### config.mk
export PLATFORM = sky130hd
export DESIGN_NAME = fma_issue_unit
export DESIGN_NICKNAME = d
export VERILOG_FILES = /design/src/rtl/fma_issue_unit.sv
export SDC_FILE = /design/constraint.sdc
export NUM_CORES = 1
export LEC_CHECK = 0
export CAP_MARGIN = 20
export CORE_ASPECT_RATIO = 1.25
export CORE_MARGIN = 4
export CORE_UTILIZATION = 40
export DETAILED_ROUTE_END_ITERATION = 12
export GPL_ROUTABILITY_DRIVEN = 0
export GPL_TIMING_DRIVEN = 0
export PLACE_DENSITY_LB_ADDON = 0.3
export SYNTH_ARGS = -nofsm -noshare
export SYNTH_HDL_FRONTEND = slang
export SYNTH_SLANG_ARGS = --single-unit
### constraint.sdc
create_clock -name clk -period 5.5 [get_ports clk]
set_clock_uncertainty 0.2 [all_clocks]
set_input_delay 0.825 -clock clk [delete_from_list [all_inputs] [get_ports clk]]
set_output_delay 0.825 -clock clk [all_outputs]
set_load 0.02 [all_outputs]
### src/rtl/fma_issue_unit.sv
// fma_issue_unit: issue/retire stage around a fused multiply-add datapath.
// Accepts one R4-type FP instruction at a time and applies the sign flips for
// FMADD/FMSUB/FNMSUB/FNMADD. It pulses fma_valid for one cycle, waits for
// fma_done, then holds the result for writeback under a valid/ready handshake.
// A watchdog substitutes QNAN if the completion never arrives.
//
// Ports:
//   clk, rst                      clock (rising edge), async active-high reset
//   in_valid/in_ready             instruction handshake (ready only in IDLE)
//   in_op, in_rs1..3, in_rd_idx   decoded instruction
//   flush                         abort the current op
//   fma_valid, fma_rs1..3         start pulse and sign-adjusted operands
//   fma_done, fma_rd              datapath completion and result
//   out_valid/out_ready           writeback handshake
//   out_result, out_rd_idx        held result and destination index
//   busy                          state != IDLE
//   err                           sticky: timeout or spurious fma_done
module fma_issue_unit #(
  parameter int unsigned      WIDTH   = 32,
  parameter int unsigned      TIMEOUT = 16,
  parameter logic [WIDTH-1:0] QNAN    = 'h7FC00000
) (
  input  logic             clk,
  input  logic             rst,
  input  logic             in_valid,
  output logic             in_ready,
  input  logic [1:0]       in_op,
  input  logic [WIDTH-1:0] in_rs1,
  input  logic [WIDTH-1:0] in_rs2,
  input  logic [WIDTH-1:0] in_rs3,
  input  logic [4:0]       in_rd_idx,
  input  logic             flush,
  output logic             fma_valid,
  output logic [WIDTH-1:0] fma_rs1,
  output logic [WIDTH-1:0] fma_rs2,
  output logic [WIDTH-1:0] fma_rs3,
  input  logic             fma_done,
  input  logic [WIDTH-1:0] fma_rd,
  output logic             out_valid,
  input  logic             out_ready,
  output logic [WIDTH-1:0] out_result,
  output logic [4:0]       out_rd_idx,
  output logic             busy,
  output logic             err
);

  localparam int unsigned CntW = $clog2(TIMEOUT) + 1;
  localparam logic [CntW-1:0] CntLast = CntW'(TIMEOUT - 1);

  typedef enum logic [1:0] {StIdle, StWait, StHold, StDrain} state_t;

  state_t          state;
  logic [CntW-1:0] cnt;

  always_ff @(posedge clk or posedge rst) begin
    if (rst) begin
      state      <= StIdle;
      cnt        <= '0;
      fma_valid  <= 1'b0;
      fma_rs1    <= '0;
      fma_rs2    <= '0;
      fma_rs3    <= '0;
      out_result <= '0;
      out_rd_idx <= '0;
      err        <= 1'b0;
    end else begin
      fma_valid <= 1'b0;
      unique case (state)
        StIdle: begin
          if (fma_done) err <= 1'b1;
          if (in_valid) begin
            // op[1] negates the product (flip rs1), op[0] negates the addend (flip rs3)
            fma_rs1    <= {in_rs1[WIDTH-1] ^ in_op[1], in_rs1[WIDTH-2:0]};
            fma_rs2    <= in_rs2;
            fma_rs3    <= {in_rs3[WIDTH-1] ^ in_op[0], in_rs3[WIDTH-2:0]};
            out_rd_idx <= in_rd_idx;
            fma_valid  <= 1'b1;
            cnt        <= '0;
            state      <= StWait;
          end
        end
        StWait: begin
          if (flush) begin
            // The datapath is still running; DRAIN swallows its completion.
            cnt   <= '0;
            state <= StDrain;
          end else if (fma_done) begin
            out_result <= fma_rd;
            state      <= StHold;
          end else if (cnt == CntLast) begin
            out_result <= QNAN;
            err        <= 1'b1;
            state      <= StHold;
          end else begin
            cnt <= cnt + 1'b1;
          end
        end
        StHold: begin
          if (fma_done) err <= 1'b1;
          if (flush || out_ready) state <= StIdle;
        end
        StDrain: begin
          if (fma_done) begin
            state <= StIdle;
          end else if (cnt == CntLast) begin
            err   <= 1'b1;
            state <= StIdle;
          end else begin
            cnt <= cnt + 1'b1;
          end
        end
        default: state <= StIdle;
      endcase
    end
  end

  assign out_valid = (state == StHold);
  assign busy      = (state != StIdle);
  assign in_ready  = (state == StIdle) && !rst;

endmodule

==> reports/qor.yml <==
run_status:
  status: "finished, final reports clean"
grt:
  grt_max_degree: 77
  grt_pass1_wl_um: 23830
  antenna_found_initial: 0
  globalRouteOverflowTotal: 0
  grt_pass1_vias: 4400
  grt_usage_pct: 19.58
worst_setup_path:
  required_ps: 4470
  crit_top_cell: "clkdlybuf4s50_1"
  end_kind: "primary output"
  ff2ff_setup_slack_ps: 3580
  max_stage_delay_ps: 610
  crit_type: "primary input to primary output"
  cp_cell_sequence: "clkdlybuf4s50_1 > nor2_1 > clkdlybuf4s50_1"
  reg2reg_from: "cnt[0]"
  r2r_end: "out_result[19]"
  crit_family: "buffers and inverters"
  cp_data_arrival_time_ps: 2050
  critical_path_buf_inv_count: 2
  crit_fanout: 2
  cp_slowest_cell: "clkdlybuf4s50_1"
  start_kind: "primary input"
  r2r_cells: 6
synth:
  synthDistinctLibCells: 30
  synth.yosys.warnings: 0
  synth_cells: 342
  ys_seq_area_share_pct: 65.24
  synth_nets: 484
  ys_seq_elements: 142
  synth_area_mm2: 0.005446
  syn_area_per_cell_um2: 15.93
clocking:
  clk_pin_slew_ps: 50
  ctsResizeCount: 0
  cts-buffers-inserted: 17
  cts-root-buf: "clkbuf_16"
  clkLatencyLatePin_ps: 410
  h-tree-depth: 4
  hold_buffers: 0
  post_cts_buffers: 0
  cts_max_path_buffers: 2
  cts_tree: "yes"
  clock-sinks: 142
drt:
  dr.pass1.iters: 4
  drt_iter0_drc: 109
  post_drt_wl_per_cell_um: 18.46
  drc: 0
  drt-vias-per-instance: 4.843
  routed_wl_um: 15200
  vias: 3986
  ant_nets: 0
layout:
  n_antenna_cell: 0
  drive_above_1_share_pct: 15.34
  multi_input_area_mm2: 0.001694
  final_common_cell: "clkdlybuf4s50_1"
  area_growth_pct: 67.65
  fillers: 967
  instances_no_fill: 823
  fin_util_pct: 68.71
  regArea_mm2: 0.003553
  fin_nets: 782
  layout_common_cells: "clkdlybuf4s50_1, dfrtp_1, mux2_1, mux2_2, a22o_1"
  fin_area_mm2: 0.009131
timing:
  hold_ws_ps: 282.1
  max_slew_margin_pct: 59.47
  period_needed_ps: 3072
  max_freq_mhz: 325.5
  hold_viol: 0
  tns_ps: 0
  tightest_slew_ps: 608.0
  setup_ws_ps: 2428
  setup_viol: 0
  maxSlewViolCount: 0
  period_share_pct: 55.86
  rsz0062_at_grt: "false"
pwr:
  max-vdd-ir-drop_mv: 0.3881
  p_total_mw: 5.719
  p_leak_nw: 3.851
  p_per_area_mw_per_mm2: 626.3
floorplanning:
  ios: 279
  core_mm2: 0.01329
  die_y_um: 138.5
  die_width_um: 112.4
  start_util_pct: 40.98
  die_area_mm2: 0.01556
  core.rowCount: 47
placement:
  pre_cts_slack_ps: 2438
  dpl.hpwl_um: 11580
  place_inst: 792
  portBuffers: 278
  placedInstanceArea_mm2: 0.008476
min_path:
  hold_end: "fma_rs2[31]"
  holdPathStages: 1
  hold_class: "flip-flop to flip-flop"
  hp-start: "fma_rs2[31]"
flow_run:
  cap_violations: 0
[cell usage after synthesis]
| library cell | instances | area share, % |
|---|---|---|
| nor2b_1 | 1 | 0.11 |
| and2_1 | 2 | 0.23 |
| ha_1 | 1 | 0.23 |
| buf_4 | 7 | 0.96 |
| a21boi_2 | 1 | 0.21 |
| a311o_1 | 1 | 0.18 |
| a22oi_1 | 1 | 0.14 |
| and4b_4 | 1 | 0.25 |
| or2_4 | 2 | 0.32 |
| o2bb2ai_1 | 1 | 0.16 |
| nor2_1 | 7 | 0.48 |
| dfrtp_1 | 142 | 65 |
| mux2_2 | 44 | 9.1 |
| nor3b_2 | 1 | 0.23 |
| mux2_1 | 55 | 11 |
| o22a_1 | 9 | 1.4 |
| nor2_4 | 1 | 0.21 |
| a22o_1 | 23 | 3.7 |
| o211ai_1 | 3 | 0.41 |
| a32oi_1 | 1 | 0.16 |
| nand2_1 | 5 | 0.34 |
| xnor2_1 | 2 | 0.32 |
| inv_1 | 6 | 0.41 |
| a21oi_1 | 5 | 0.46 |
| buf_6 | 11 | 2.3 |
| nand4_1 | 1 | 0.11 |
| nor3_1 | 2 | 0.18 |
| nand3_1 | 2 | 0.18 |
| o21ai_0 | 2 | 0.18 |
| mux2i_1 | 2 | 0.37 |
[logic make-up after synthesis]
group | count (synthesis) | share of synthesized area [%]
flip-flops | 142 | 65.24
multiplexers | 101 | 20.84
AO/OA/AOI/OAI | 47 | 7.053
AND/OR/NAND/NOR | 25 | 2.665
buffers and inverters | 24 | 3.653
XOR/XNOR | 2 | 0.3217
adder cells (fa/ha/maj) | 1 | 0.2297
[metal layers]
layer | track usage [%] | part of all wire [%] | vias up
met2 | 34.73 | 53 | 178
met4 | 7.848 | 2.6 | 0
li1 | - | - | 1833
met5 | 0 | 0 | -
met1 | 20.55 | 36 | 1944
met3 | 7.823 | 8.7 | 31
[report_power, final]
part / switching, mW / internal [mW] / total, mW / leakage, nW
clock network: 0.422 / 0.839 / 1.26 / 0.319
registers: 0.263 / 1.56 / 1.82 / 1.69
logic: 1.25 / 1.39 / 2.64 / 1.84
[worst max-delay path by stage]
stage / from / end / slack (ps) / depth (start not counted)
after global routing: rst / in_ready / 2390 / 3
after floorplan: rst / cnt[0] / 670 / 1
after detailed placement: rst / in_ready / 2440 / 3
after CTS: rst / in_ready / 2420 / 3
final: rst / in_ready / 2430 / 3
after global placement: rst / fma_rs3[14] / -1160 / 2
[state kept, by name, indices dropped and copies added, names as in the netlist]
signal / cells
out_rd_idx: 5
err: 1
fma_rs1: 32
fma_valid: 1
fma_rs3: 32
cnt: 5
out_result: 32
state: 2
fma_rs2: 32
[area by class of cell]
cell class / count / area share, %
Sequential cell: 142 / 38.91
Timing Repair Buffer: 279 / 30.78
Multi-Input combinational cell: 176 / 18.55
Clock buffer: 21 / 5.152
Tap cell: 171 / 2.343
Clock inverter: 10 / 2.028
Buffer: 18 / 1.932
Inverter: 6 / 0.3015
Note: power is estimated with default switching activity, not from simulation.
